**config.mk**
```make
export PLATFORM = sky130hd
export DESIGN_NAME = qam_mapper
export DESIGN_NICKNAME = d
export VERILOG_FILES = /design/src/rtl/qam_mapper.sv
export SDC_FILE = /design/constraint.sdc
export NUM_CORES = 1
export LEC_CHECK = 0
export ABC_AREA = 1
export CAP_MARGIN = 30
export CORE_MARGIN = 1.5
export CORE_UTILIZATION = 59
export DETAILED_ROUTE_END_ITERATION = 10
export DONT_BUFFER_PORTS = 1
export PLACE_DENSITY_LB_ADDON = 0.12
export SLEW_MARGIN = 10
export SYNTH_ARGS = -nofsm -noshare
export SYNTH_HDL_FRONTEND = slang
export SYNTH_SLANG_ARGS = --single-unit
```
**constraint.sdc**
```tcl
create_clock -name map_clk -period 2.61 [get_ports map_clk]
set_input_delay 0.3915 -clock map_clk [delete_from_list [all_inputs] [get_ports map_clk]]
set_output_delay 0.3915 -clock map_clk [all_outputs]
set_load 0.01 [all_outputs]
```
**src/rtl/qam_mapper.sv**
```systemverilog
// qam_mapper
//   Collects a serial bit stream into BPSK / QPSK / 16-QAM symbols and emits
//   Gray-mapped signed I/Q samples with per-frame start/end markers.
//   The modulation is latched at the first bit of each frame.
//
// Ports
//   map_clk    : clock, rising edge
//   map_rst    : synchronous reset, active high
//   din        : serial data bit (first bit of a symbol is b0 / MSB)
//   din_valid  : din accepted on every cycle this is high
//   mod_sel    : 0=BPSK 1=QPSK 2=16-QAM 3=BPSK, sampled at frame start
//   sym_i/q    : signed I/Q sample, held while sym_valid is low
//   sym_valid  : one-cycle pulse per symbol
//   sym_sof    : with sym_valid on symbol 0 of a frame
//   sym_eof    : with sym_valid on symbol FRAME_SYM-1
//   sym_idx    : symbol index within the frame
module qam_mapper #(
  parameter int WIDTH     = 16,
  parameter int FRAME_SYM = 48,
  parameter int LVL_BPSK  = 16384,
  parameter int LVL_QPSK  = 11585,
  parameter int LVL_16QAM = 5181
) (
  input  logic                         map_clk,
  input  logic                         map_rst,
  input  logic                         din,
  input  logic                         din_valid,
  input  logic [1:0]                   mod_sel,
  output logic signed [WIDTH-1:0]      sym_i,
  output logic signed [WIDTH-1:0]      sym_q,
  output logic                         sym_valid,
  output logic                         sym_sof,
  output logic                         sym_eof,
  output logic [$clog2(FRAME_SYM)-1:0] sym_idx
);

  localparam int IDX_W = $clog2(FRAME_SYM);
  localparam logic [IDX_W-1:0] LAST_IDX = IDX_W'(FRAME_SYM - 1);

  localparam logic signed [WIDTH-1:0] POS_B  = WIDTH'(LVL_BPSK);
  localparam logic signed [WIDTH-1:0] NEG_B  = WIDTH'(-LVL_BPSK);
  localparam logic signed [WIDTH-1:0] POS_Q  = WIDTH'(LVL_QPSK);
  localparam logic signed [WIDTH-1:0] NEG_Q  = WIDTH'(-LVL_QPSK);
  localparam logic signed [WIDTH-1:0] POS_1L = WIDTH'(LVL_16QAM);
  localparam logic signed [WIDTH-1:0] NEG_1L = WIDTH'(-LVL_16QAM);
  localparam logic signed [WIDTH-1:0] POS_3L = WIDTH'(3 * LVL_16QAM);
  localparam logic signed [WIDTH-1:0] NEG_3L = WIDTH'(-3 * LVL_16QAM);

  typedef enum logic {IDLE, COLLECT} state_t;
  typedef enum logic [1:0] {MOD_BPSK = 2'd0, MOD_QPSK = 2'd1, MOD_QAM16 = 2'd2} mode_t;

  state_t           state;
  mode_t            mode_q;
  mode_t            mode_eff;
  logic [1:0]       bit_cnt;
  logic [1:0]       last_cnt;
  logic [3:0]       shreg;
  logic [3:0]       bits;
  logic [IDX_W-1:0] sym_cnt;
  logic             sym_done;
  logic signed [WIDTH-1:0] map_i;
  logic signed [WIDTH-1:0] map_q;

  // 16-QAM axis: first bit is the sign, second selects inner (1) / outer (0).
  function automatic logic signed [WIDTH-1:0] qam_axis(input logic b_hi, input logic b_lo);
    if (b_hi) return b_lo ? POS_1L : POS_3L;
    else      return b_lo ? NEG_1L : NEG_3L;
  endfunction

  always_comb begin
    // The first bit of a frame must be mapped with the incoming mod_sel,
    // since the latched mode only updates on that same edge.
    mode_eff = mode_q;
    if (state == IDLE) begin
      case (mod_sel)
        2'd1:    mode_eff = MOD_QPSK;
        2'd2:    mode_eff = MOD_QAM16;
        default: mode_eff = MOD_BPSK;
      endcase
    end

    case (mode_eff)
      MOD_QPSK:  last_cnt = 2'd1;
      MOD_QAM16: last_cnt = 2'd3;
      default:   last_cnt = 2'd0;
    endcase

    // Earlier bits sit in shreg with b0 highest; the current bit goes last.
    bits     = {shreg[2:0], din};
    sym_done = din_valid && (bit_cnt == last_cnt);

    map_i = '0;
    map_q = '0;
    case (mode_eff)
      MOD_QPSK: begin
        map_i = bits[1] ? POS_Q : NEG_Q;
        map_q = bits[0] ? POS_Q : NEG_Q;
      end
      MOD_QAM16: begin
        map_i = qam_axis(bits[3], bits[2]);
        map_q = qam_axis(bits[1], bits[0]);
      end
      default: begin
        map_i = bits[0] ? POS_B : NEG_B;
        map_q = '0;
      end
    endcase
  end

  always_ff @(posedge map_clk) begin
    if (map_rst) begin
      state     <= IDLE;
      mode_q    <= MOD_BPSK;
      bit_cnt   <= '0;
      shreg     <= '0;
      sym_cnt   <= '0;
      sym_i     <= '0;
      sym_q     <= '0;
      sym_valid <= 1'b0;
      sym_sof   <= 1'b0;
      sym_eof   <= 1'b0;
      sym_idx   <= '0;
    end else begin
      sym_valid <= 1'b0;
      sym_sof   <= 1'b0;
      sym_eof   <= 1'b0;
      if (din_valid) begin
        shreg <= bits;
        if (state == IDLE) begin
          mode_q <= mode_eff;
          state  <= COLLECT;
        end
        if (sym_done) begin
          sym_i     <= map_i;
          sym_q     <= map_q;
          sym_valid <= 1'b1;
          sym_sof   <= (sym_cnt == '0);
          sym_eof   <= (sym_cnt == LAST_IDX);
          sym_idx   <= sym_cnt;
          bit_cnt   <= '0;
          if (sym_cnt == LAST_IDX) begin
            sym_cnt <= '0;
            state   <= IDLE;
          end else begin
            sym_cnt <= sym_cnt + 1'b1;
          end
        end else begin
          bit_cnt <= bit_cnt + 1'b1;
        end
      end
    end
  end

endmodule

```
==> flow_metrics.py <==
metrics = {
    "synth": {
        "synth_area_um2": 1880,
        "ys.flop_type": "dfxtp_1",
        "ys_async_sr_fraction": 0,
        "synth_top_area_cell": "dfxtp_1",
        "synth_top_area_share": 0.427,
        "synth_edf_count": 0,
        "yosysWarnings": 0,
        "ys_seq_area_frac": 0.427,
        "netlist_top_cells_count": "nand2_1, dfxtp_1, o21ai_0",
        "avgSynthCellArea_um2": 7.50,
        "netlist_top_cells_area": "dfxtp_1, nand2_1, o21ai_0",
        "syn_inst": 250,
        "synth_cell_types": 23,
        "synth_seq_cells": 40,
        "synth_most_common_cell": "nand2_1",
        "synth_fp_nets": 261,
    },
    "routing": {
        "drc_errors": 0,
        "drt-vias-per-instance": 5.16,
        "dr.pass1.iters": 5,
        "drtIter0Drc": 85,
        "vias": 1444,
        "wl_per_cell_um": 11.9,
        "drt_wl_total_um": 3320,
        "ant_nets": 0,
    },
    "clock_network": {
        "path_clk_slew_ps": 110,
        "cts_inserted_buffers": 5,
        "cts_hold_buf": 0,
        "clockBufferDepth": 2,
        "h-tree-depth": 2,
        "cts_setup_buffers": 0,
        "clock-root-buffer": "clkbuf_4",
        "clk_latency_ps": 340,
        "cts_tree": "built",
        "cts_resized": 0,
        "clkSinkCount": 40,
    },
    "power_and_ir_drop": {
        "p_leak_uw": 0.000818,
        "ir_worst_vdd_v": 0.000368,
        "pwr-share-clk": 0.274,
        "p_per_area_nw_per_um2": 628,
        "power_switching_share": 0.283,
        "netSwitchingPower_uw": 324,
        "seq_power_share": 0.590,
        "p_comb_frac": 0.136,
        "p_int_uw": 819,
    },
    "critical_path": {
        "ff2ff_setup_slack_ps": 350,
        "critPathCaptureType": "flop",
        "crit_arrival_ps": 2550,
        "slowest_stage": "ha_1",
        "crit_fanout": 13,
        "reg2regPathDepth": 11,
        "r2r_start": "state",
        "crit_type": "reg2reg",
        "endpoint": "sym_idx[2]",
        "crit_top_cell": "nand2_1",
        "crit_start": "state",
        "r2r-end": "sym_idx[2]",
        "path_cells": "inv_1 > o21ai_0 > inv_1 > ha_1 > nand2_1 > nand3_2 > nor2_4 > nand2_1 > inv_1 > nand2_1 > nand2_1",
        "max_stage_delay_ps": 370,
        "start_kind": "flop",
        "worst_ep_required_time_ps": 2900,
    },
    "placement": {
        "place_inst": 272,
        "io_buffers": 0,
        "place_ws_ps": 380,
        "dp_hpwl_um": 2480,
        "gp_congestion": 0.902,
    },
    "timing": {
        "setup_tns_ps": 0,
        "clock_skew_ps": 8.88,
        "fin_crit_sh": 0.867,
        "setup_viol": 0,
        "relSlewSlack": 0.672,
        "fin_crit_ps": 2260,
        "drv_slew": 0,
        "max_freq_mhz": 442,
        "fin_ws_ps": 347,
        "tightest_slew_ps": 490,
        "hold_viol_final": 0,
        "rsz0062_at_grt": "false",
    },
    "global_routing": {
        "grt_usage": 0.205,
        "antenna_found_initial": 0,
        "grt_max_degree": 24,
        "overflow": 0,
        "grt_pass1_wl_um": 5420,
        "grt_pass1_vias": 1250,
    },
    "layout": {
        "drive_above_1_share": 0.0678,
        "seq_area_um2": 801,
        "diodes": 0,
        "area_growth_pct": -2.94,
        "stdcell_count": 280,
        "final_nets": 246,
        "nFillCells": 302,
        "multiInputGateArea_um2": 816,
    },
    "die": {
        "die_w_um": 59.4,
        "num_rows": 20,
        "initial_utilization": 0.619,
        "core_area_um2": 3030,
        "dieHeight_um": 59.4,
        "io_pins": 47,
        "die_area_um2": 3530,
    },
    "min_path": {
        "hp-start": "map_rst",
        "min_path_type": "in2reg",
    },
    "flow_run": {
        "cap_violations": 0,
    },
    "run_status": {
        "status": "finished, final reports clean",
    },
}
-- logic make-up after synthesis --
group                      synth area share
AOI/OAI and AO/OA                     0.116
xor gates and xnor gates             0.0140
adders and majority gates            0.0334
buffers and inverters                 0.138
DFF                                   0.427
and+or+nand+nor                       0.272
-- sequential cells by signal, summed over array words and instances (netlist names), 2 cells and up --
register  cells
shreg         3
sym_idx       6
bit_cnt       2
sym_q         7
mode_q        2
sym_cnt       6
sym_i        10
-- area by class of cell --
cell class	count	share of cell area
clock buffers	8	0.0323
multi-input cells	165	0.448
repair buffers	1	0.00412
well taps	44	0.0302
inverters	22	0.0454
flip-flops and latches	40	0.440
-- power groups by stage --
| stage | Combinational [µW] | Sequential, µW | Clock [µW] |
|---|---|---|---|
| floorplan | 158 | 678 | 0 |
| global placement | 153 | 687 | 0 |
| detailed placement | 155 | 688 | 0 |
| CTS | 157 | 674 | 324 |
| global route | 181 | 679 | 353 |
| finish | 156 | 674 | 313 |
-- critical path, delay by kind of cell, from the launching register on --
| family | cells | cell delay [ps] |
|---|---|---|
| fa+ha+maj | 1 | 370 |
| flops | 1 | 340 |
| simple gates | 6 | 910 |
| buf+inv | 3 | 310 |
| compound gates | 1 | 280 |
-- worst min path at each step --
| stage | cells after the start | to | slack (ps) |
|---|---|---|---|
| 3_5_place_dp | 1 | sym_cnt[3] | 470 |
| 5_1_grt | 1 | sym_eof | 80 |
| 4_1_cts | 1 | sym_cnt[3] | 100 |
| 6_report | 1 | sym_cnt[2] | 100 |
| 2_1_floorplan | 2 | shreg[2] | 450 |
| 3_3_place_gp | 2 | shreg[2] | 460 |
-- stage by stage --
stage	total power, µW	cell area [µm²]	hold slack [ps]	utilization
after global routing	1210	1820	84.8	0.601
after global placement	841	1760	464	0.582
after detailed placement	844	1760	467	0.582
final	1140	1820	103	0.601
after floorplan	837	1880	450	-
after CTS	1150	1820	95.0	0.601
-- cell usage in the layout, fill, tap and decap left out, drive strengths merged --
cell    Yosys  routed
a211oi      1       1
a21oi      11      11
buf        23       1
clkbuf      0       8
clkinv      1       1
dfxtp      40      40
ha          5       5
inv        21      21
nand2      76      76
nand3      23      23
nand4       2       2
nor2       10      10
nor3        3       3
o21ai      31      31
xor2        3       3
-- layer usage --
metal / wire length (µm) / vias up / GRT usage
li1: - / 761 / -
met1: 1640 / 638 / 0.282
met2: 1400 / 40 / 0.297
met3: 240 / 5 / 0.0721
met4: 45 / 0 / 0.0714
met5: 0 / - / 0
Power figures use the tool's default switching activity.
